## config.mk

```make
export PLATFORM = sky130hd
export DESIGN_NAME = uart_rx_frame_flat
export DESIGN_NICKNAME = d
export VERILOG_FILES = /design/src/rtl/uart_rx_frame_if.sv /design/src/rtl/uart_rx_frame.sv /design/src/flat_wrapper.sv
export SDC_FILE = /design/constraint.sdc
export NUM_CORES = 1
export LEC_CHECK = 0
export BUFFER_PORTS_ARGS = -buffer_cell sky130_fd_sc_hd__buf_2
export CORE_UTILIZATION = 53
export DETAILED_ROUTE_END_ITERATION = 8
export PLACE_DENSITY = 0.82
export SYNTH_ARGS = -nofsm -noshare
export SYNTH_HDL_FRONTEND = slang
export SYNTH_SLANG_ARGS = --single-unit
```

## constraint.sdc

```tcl
create_clock -name clk -period 1.8 [get_ports clk]
set_clock_uncertainty 0.1 [all_clocks]
set_input_delay 0.36 -clock clk [delete_from_list [all_inputs] [get_ports clk]]
set_output_delay 0.36 -clock clk [all_outputs]
set_load 0.02 [all_outputs]
```

## src/rtl/uart_rx_frame_if.sv

```systemverilog
// ============================================================================
//  Module      : uart_rx_frame_if
//  Description : Signal bundle between the serial line, the frame receiver
//                and the downstream Hamming decoder.
//                  rxd           - asynchronous serial line, idles high
//                  ack           - consumer has taken the held codeword
//                  data_out[7:0] - received data, bit 0 first on the line
//                  edc_out[3:0]  - received EDC bits, edc_out[0] first
//                  valid         - held codeword is new and unacknowledged
//                  framing_error - one-cycle pulse on a low stop bit
//                  overrun       - sticky: a frame completed while valid=1
//                  busy          - receiver is not idle
//                master : the receiver side (drives the codeword/status)
//                slave  : the line/consumer side
//  Revision    : 1.0 - initial release
// ============================================================================
`default_nettype none

interface uart_rx_frame_if;
    logic       rxd;
    logic       ack;
    logic [7:0] data_out;
    logic [3:0] edc_out;
    logic       valid;
    logic       framing_error;
    logic       overrun;
    logic       busy;

    modport master (
        input  rxd,
        input  ack,
        output data_out,
        output edc_out,
        output valid,
        output framing_error,
        output overrun,
        output busy
    );

    modport slave (
        output rxd,
        output ack,
        input  data_out,
        input  edc_out,
        input  valid,
        input  framing_error,
        input  overrun,
        input  busy
    );
endinterface

`default_nettype wire

```

## src/rtl/uart_rx_frame.sv

```systemverilog
// ============================================================================
//  Module      : uart_rx_frame
//  Description : UART frame receiver. Recovers one 12-bit codeword (8 data +
//                4 EDC bits) per frame: start(0), data LSB first, edc[0]
//                first, stop(1). The codeword is held until acknowledged.
//  Ports       : clk      - system clock, rising edge
//                reset_n  - asynchronous active-low reset
//                bus      - uart_rx_frame_if.master (rxd, ack, data_out,
//                           edc_out, valid, framing_error, overrun, busy)
//  Parameters  : CLKS_PER_BIT - clock cycles per serial bit, even, 8..4095
//  Options     : UART_RX_MAJORITY_VOTE_EN - when defined, every bit decision
//                is the 2-of-3 majority of rxd_s at P-1, P and P+1, taken at
//                P+1 (all decisions move one cycle later).
//  Revision    : 1.0 - initial release
// ============================================================================
`default_nettype none

module uart_rx_frame #(
    parameter int CLKS_PER_BIT = 16
) (
    input  wire logic           clk,
    input  wire logic           reset_n,
    uart_rx_frame_if.master     bus
);

    typedef enum logic [2:0] {
        S_IDLE  = 3'd0,
        S_START = 3'd1,
        S_SHIFT = 3'd2,
        S_STOP  = 3'd3,
        S_BREAK = 3'd4
    } state_t;

    // End-of-bit count. With majority voting the start decision is taken one
    // cycle later; since the bit counter restarts from that later point, all
    // subsequent decisions slip by the same single cycle without changing
    // the SHIFT/STOP compare value.
    localparam logic [11:0] c_bit_end  = 12'(CLKS_PER_BIT - 1);
`ifdef UART_RX_MAJORITY_VOTE_EN
    localparam logic [11:0] c_start_pt = 12'(CLKS_PER_BIT / 2);
`else
    localparam logic [11:0] c_start_pt = 12'(CLKS_PER_BIT / 2 - 1);
`endif

    state_t      state_q, state_d;
    logic        sync1_q, sync1_d;
    logic        rxd_s_q, rxd_s_d;
    logic [11:0] cnt_q, cnt_d;
    logic [3:0]  idx_q, idx_d;
    logic [11:0] sr_q, sr_d;
    logic [7:0]  data_q, data_d;
    logic [3:0]  edc_q, edc_d;
    logic        valid_q, valid_d;
    logic        fe_q, fe_d;
    logic        ovr_q, ovr_d;
`ifdef UART_RX_MAJORITY_VOTE_EN
    logic [1:0]  hist_q, hist_d;   // [0] = rxd_s one cycle ago, [1] = two
`endif

    logic        w_sample;
    logic        w_load;
    logic        w_ack;

    // ------------------------------------------------------------------------
    // Bit decision
    // ------------------------------------------------------------------------
`ifdef UART_RX_MAJORITY_VOTE_EN
    assign w_sample = (hist_q[1] & hist_q[0]) |
                      (hist_q[1] & rxd_s_q)   |
                      (hist_q[0] & rxd_s_q);
`else
    assign w_sample = rxd_s_q;
`endif

    // ------------------------------------------------------------------------
    // State registers
    // ------------------------------------------------------------------------
    always_ff @(posedge clk or negedge reset_n) begin
        if (!reset_n) begin
            state_q <= S_IDLE;
            sync1_q <= 1'b1;
            rxd_s_q <= 1'b1;
            cnt_q   <= 12'd0;
            idx_q   <= 4'd0;
            sr_q    <= 12'd0;
            data_q  <= 8'h00;
            edc_q   <= 4'h0;
            valid_q <= 1'b0;
            fe_q    <= 1'b0;
            ovr_q   <= 1'b0;
`ifdef UART_RX_MAJORITY_VOTE_EN
            hist_q  <= 2'b11;
`endif
        end else begin
            state_q <= state_d;
            sync1_q <= sync1_d;
            rxd_s_q <= rxd_s_d;
            cnt_q   <= cnt_d;
            idx_q   <= idx_d;
            sr_q    <= sr_d;
            data_q  <= data_d;
            edc_q   <= edc_d;
            valid_q <= valid_d;
            fe_q    <= fe_d;
            ovr_q   <= ovr_d;
`ifdef UART_RX_MAJORITY_VOTE_EN
            hist_q  <= hist_d;
`endif
        end
    end

    // ------------------------------------------------------------------------
    // Next-state and output logic
    // ------------------------------------------------------------------------
    always_comb begin
        state_d = state_q;
        sync1_d = bus.rxd;
        rxd_s_d = sync1_q;
        cnt_d   = cnt_q;
        idx_d   = idx_q;
        sr_d    = sr_q;
        data_d  = data_q;
        edc_d   = edc_q;
        valid_d = valid_q;
        fe_d    = 1'b0;
        ovr_d   = ovr_q;
        w_load  = 1'b0;
`ifdef UART_RX_MAJORITY_VOTE_EN
        hist_d  = {hist_q[0], rxd_s_q};
`endif

        case (state_q)
            S_IDLE: begin
                if (!rxd_s_q) begin
                    state_d = S_START;
                    cnt_d   = 12'd0;
                    idx_d   = 4'd0;
                end
            end

            S_START: begin
                cnt_d = cnt_q + 12'd1;
                if (cnt_q == c_start_pt) begin
                    // A high sample here is a line glitch, not a start bit.
                    state_d = w_sample ? S_IDLE : S_SHIFT;
                    cnt_d   = 12'd0;
                    idx_d   = 4'd0;
                end
            end

            S_SHIFT: begin
                cnt_d = cnt_q + 12'd1;
                if (cnt_q == c_bit_end) begin
                    cnt_d = 12'd0;
                    // Entering from the MSB end leaves the first bit in sr[0].
                    sr_d  = {w_sample, sr_q[11:1]};
                    idx_d = idx_q + 4'd1;
                    if (idx_q == 4'd11) begin
                        state_d = S_STOP;
                        idx_d   = 4'd0;
                    end
                end
            end

            S_STOP: begin
                cnt_d = cnt_q + 12'd1;
                if (cnt_q == c_bit_end) begin
                    cnt_d = 12'd0;
                    if (w_sample) begin
                        w_load  = 1'b1;
                        state_d = S_IDLE;
                    end else begin
                        fe_d    = 1'b1;
                        state_d = S_BREAK;
                    end
                end
            end

            S_BREAK: begin
                // Hold here while the line stays low so a break condition
                // cannot be mistaken for a stream of start bits.
                cnt_d = 12'd0;
                if (rxd_s_q) begin
                    state_d = S_IDLE;
                end
            end

            default: begin
                state_d = S_IDLE;
                cnt_d   = 12'd0;
                idx_d   = 4'd0;
            end
        endcase

        // Acknowledge retires the old word before any same-cycle load is
        // considered, so a load coinciding with ack is not an overrun.
        w_ack = valid_q & bus.ack;
        if (w_ack) begin
            valid_d = 1'b0;
            ovr_d   = 1'b0;
        end
        if (w_load) begin
            if (!valid_q || w_ack) begin
                data_d  = sr_q[7:0];
                edc_d   = sr_q[11:8];
                valid_d = 1'b1;
            end else begin
                ovr_d   = 1'b1;
            end
        end
    end

    assign bus.data_out      = data_q;
    assign bus.edc_out       = edc_q;
    assign bus.valid         = valid_q;
    assign bus.framing_error = fe_q;
    assign bus.overrun       = ovr_q;
    assign bus.busy          = (state_q != S_IDLE);

endmodule

`default_nettype wire

```

## src/flat_wrapper.sv

```systemverilog
// flat-port wrapper written by rule: the top's interface ports become plain ports
module uart_rx_frame_flat 
#(
    parameter int CLKS_PER_BIT = 16
)
  (clk, reset_n, bus_rxd, bus_ack, bus_data_out, bus_edc_out, bus_valid, bus_framing_error, bus_overrun, bus_busy);
  uart_rx_frame_if bus_i ();
  input  wire logic clk;
  input  wire logic reset_n;
  input wire logic [$bits(bus_i.rxd)-1:0] bus_rxd;
  input wire logic [$bits(bus_i.ack)-1:0] bus_ack;
  output wire logic [$bits(bus_i.data_out)-1:0] bus_data_out;
  output wire logic [$bits(bus_i.edc_out)-1:0] bus_edc_out;
  output wire logic [$bits(bus_i.valid)-1:0] bus_valid;
  output wire logic [$bits(bus_i.framing_error)-1:0] bus_framing_error;
  output wire logic [$bits(bus_i.overrun)-1:0] bus_overrun;
  output wire logic [$bits(bus_i.busy)-1:0] bus_busy;
  assign bus_i.rxd = bus_rxd;
  assign bus_i.ack = bus_ack;
  assign bus_data_out = bus_i.data_out;
  assign bus_edc_out = bus_i.edc_out;
  assign bus_valid = bus_i.valid;
  assign bus_framing_error = bus_i.framing_error;
  assign bus_overrun = bus_i.overrun;
  assign bus_busy = bus_i.busy;
  uart_rx_frame #(.CLKS_PER_BIT(CLKS_PER_BIT)) u_core (.clk(clk), .reset_n(reset_n), .bus(bus_i));
endmodule
```

==> flow_metrics.env <==
export IMPL_status="finished, violations left"
export IMPL_violations="setup timing"
export IMPL_syn_nets=198
export IMPL_hold_violations=0
export IMPL_worst_pin_slew_ns=0.571
export IMPL_placed_area_um2=2550
export IMPL_clockBufferDepth=2
export IMPL_grt_pass1_vias=1622
export IMPL_setup_ws_ns=-0.159
export IMPL_synth_top_cell_area_share_pct=51.1
export IMPL_cts_tree="built"
export IMPL_synth_edf_count=0
export IMPL_hold_depth=1
export IMPL_place_congestion=0.821
export IMPL_floorplan_initialDensity_pct=56.0
export IMPL_wl_um=4590
export IMPL_portBuffers=19
export IMPL_critPathSlowestCell="dfrtp_1"
export IMPL_holdPathEnd="u_core.rxd_s_d"
export IMPL_final_max_slew_viol_count=0
export IMPL_yosys_cell_types_count=42
export IMPL_viasPerCell=5.73
export IMPL_fill_cells=280
export IMPL_fin_crit_sh_pct=109
export IMPL_ios=20
export IMPL_cp_data_required_time_ns=1.90
export IMPL_period_minus_slack_ns=1.96
export IMPL_drt_iter0_drc=98
export IMPL_insertedDiodeCount=0
export IMPL_via_count=1666
export IMPL_clkPwrFrac_pct=21.1
export IMPL_grt_pass1_wl_um=7310
export IMPL_crit_fanout=3
export IMPL_ys_seq_elements=48
export IMPL_rr_endpoint="u_core.idx_q[0]"
export IMPL_cts_buffers=5
export IMPL_r2r_cells=5
export IMPL_p_int_mw=1.96
export IMPL_synth_top_cells_by_count="dfrtp_1, nand2_1, mux2_2, nand3_1, mux2_4"
export IMPL_hp_class="input pin to flop"
export IMPL_switching_share_pct=32.9
export IMPL_synth_async_reset_ratio_pct=100
export IMPL_antenna_found_initial=0
export IMPL_final_nets=247
export IMPL_dp_worst_setup_slack_ns=-0.164
export IMPL_synth_most_common_cell="dfrtp_1"
export IMPL_ir_worst_vdd_mv=0.588
export IMPL_rsz0062_at_grt="yes"
export IMPL_synthMuxAreaShare_pct=14.3
export IMPL_grt_overflow_total=0
export IMPL_rr_startpoint="u_core.cnt_q[8]"
export IMPL_cp_end_kind="flop"
export IMPL_holdWs_ns=0.0440
export IMPL_yosysSeqAreaShare_pct=53.4
export IMPL_post_route_util_pct=68.6
export IMPL_detail_route_antenna_nets=0
export IMPL_crit_chain="nor4_4, nand4_1, o21ai_2, nand4_2, mux2_4"
export IMPL_drc=0
export IMPL_max_stage_delay_ns=0.41
export IMPL_clock_latency_ns=0.30
export IMPL_wl_per_cell_um=15.8
export IMPL_yosys_warnings=0
export IMPL_h_tree_depth=2
export IMPL_synth_xor_area_share_pct=0
export IMPL_path_clk_slew_ns=0.09
export IMPL_relSlewSlack_pct=61.9
export IMPL_leakage_nw=1.36
export IMPL_num_rows=23
export IMPL_setup_violations=25
export IMPL_syn_avg_cell_area_um2=11.7
export IMPL_synthSimpleGateAreaFrac_pct=18.6
export IMPL_synth_top_area_cell="dfrtp_1"
export IMPL_netlist_top_cells_area="dfrtp_1, mux2_4, mux2_2, nand3_1, nand2_1"
export IMPL_fp_dieW_um=67.2
export IMPL_cp_buffers_inverters=0
export IMPL_grt_usage_pct=22.3
export IMPL_p_sw_uw=960
export IMPL_cts_sinks=48
export IMPL_total_power_mw=2.92
export IMPL_power_frac_comb_pct=32.5
export IMPL_syn2layout_area_growth_pct=22.6
export IMPL_fp_dieArea_um2=4520
export IMPL_start_kind="flop"
export IMPL_drive_gt1_share_pct=43.6
export IMPL_min_from="bus_rxd"
export IMPL_drtPass1Iterations=5
export IMPL_synth_compound_area_share_pct=9.60
export IMPL_syn_area_um2=2250
export IMPL_synth_fa_ha_area_share_pct=1.11
export IMPL_ys_flop_type="dfrtp_1"
export IMPL_syn_inst=192
export IMPL_final_area_um2=2760
export IMPL_synth_top_family_by_area="simple AND/OR/NAND/NOR gates"
export IMPL_critPathKind="flop to flop"
export IMPL_core_um2=4030
export IMPL_dp_hpwl_um=3050
export IMPL_fp_dieH_um=67.2
export IMPL_power_density_nw_per_um2=1060
export IMPL_worst_ep_arrival_time_ns=2.06
export IMPL_grt_max_degree=26
export IMPL_reg2reg_slack_ns=-0.16
export IMPL_max_freq_ghz=0.510
export IMPL_drv_cap=0
export IMPL_crit_family="simple AND/OR/NAND/NOR gates"
export IMPL_p_seq_share_pct=46.4
export IMPL_clockRootBuffer="clkbuf_8"
[stage by stage]
stage | TNS, ns | cells
floorplan | -0.476 | 192
global placement | -1.18 | 276
detailed placement | -2.14 | 276
CTS | -1.86 | 288
global route | -4.28 | 291
finish | -2.66 | 291
[cell families after synthesis]
kind of cell             Yosys count
flip-flops                        48
AND/OR/NAND/NOR                   71
adder cells (fa/ha/maj)            2
multiplexers                      25
buffers and inverters             11
AO/OA/AOI/OAI                     35
[layout by cell type, fill, tap and decap left out, drive strengths merged, types with 4 or more instances in the layout]
master	Yosys	final
a21oi	6	6
and3	3	4
buf	5	46
clkbuf	1	5
dfrtp	46	46
inv	5	5
mux2	24	24
nand2	17	17
nand3	13	13
nand4	4	4
nor2	6	6
nor3	5	5
nor4	4	4
o21ai	15	15
or3	6	6
[cell type report]
type                            count  area (um2)  share of cell area [%]
Timing Repair Buffer               47         324                    11.7
Clock inverter                      2        12.5                   0.453
Inverter                            5        18.8                   0.679
Tap cell                           50        62.6                    2.26
Clock buffer                        5        68.8                    2.49
Multi-Input combinational cell    134        1070                    38.7
Sequential cell                    48        1210                    43.7
[layer usage]
metal	routed length (um)	vias up	track usage [%]
met3	200	9	5.57
met4	85	0	9.04
met5	0	-	0
li1	-	801	-
met2	2270	47	37.0
met1	2040	809	27.6
[how the worst max path moves through the flow]
| stage | slack, ns | to | cells past startpoint | startpoint |
|---|---|---|---|---|
| after floorplan | -0.05 | u_core.bus.data_out[0] | 6 | u_core.cnt_q[8] |
| after global placement | -0.11 | u_core.bus.edc_out[3] | 5 | u_core.cnt_q[8] |
| after detailed placement | -0.16 | u_core.bus.edc_out[3] | 5 | u_core.cnt_q[8] |
| after CTS | -0.12 | u_core.bus.edc_out[3] | 5 | u_core.cnt_q[10] |
| after global routing | -0.20 | u_core.idx_q[0] | 5 | u_core.cnt_q[8] |
| final | -0.16 | u_core.idx_q[0] | 5 | u_core.cnt_q[8] |
[sequential cells by signal (all words and copies together) (netlist names)]
signal,flops
u_core.bus.framing_error,1
u_core.bus.valid,1
u_core.bus.edc_out,4
u_core.rxd_s_d,1
u_core.idx_q,4
u_core.sr_q,12
u_core.cnt_q,12
u_core.bus.overrun,1
u_core.bus.data_out,8
u_core.state_q,3
u_core.rxd_s_q,1
[power by group through the flow]
stage	registers, mW	clock network (mW)	logic (mW)
after detailed placement	1.37	0	0.852
after global placement	1.37	0	0.823
final	1.36	0.616	0.951
after floorplan	1.39	0	0.516
after global routing	1.37	0.675	1.06
after CTS	1.35	0.636	0.881
[what timing repair did]
item,CTS,global route
setup endpoints to repair,26,41
setup buffers,3,2
pin swaps,7,2
gates cloned,1,1
hold endpoints to repair,21,0
hold buffers,1,0
gates resized for setup,5,20
No activity file was read; power rests on OpenSTA's default activity.
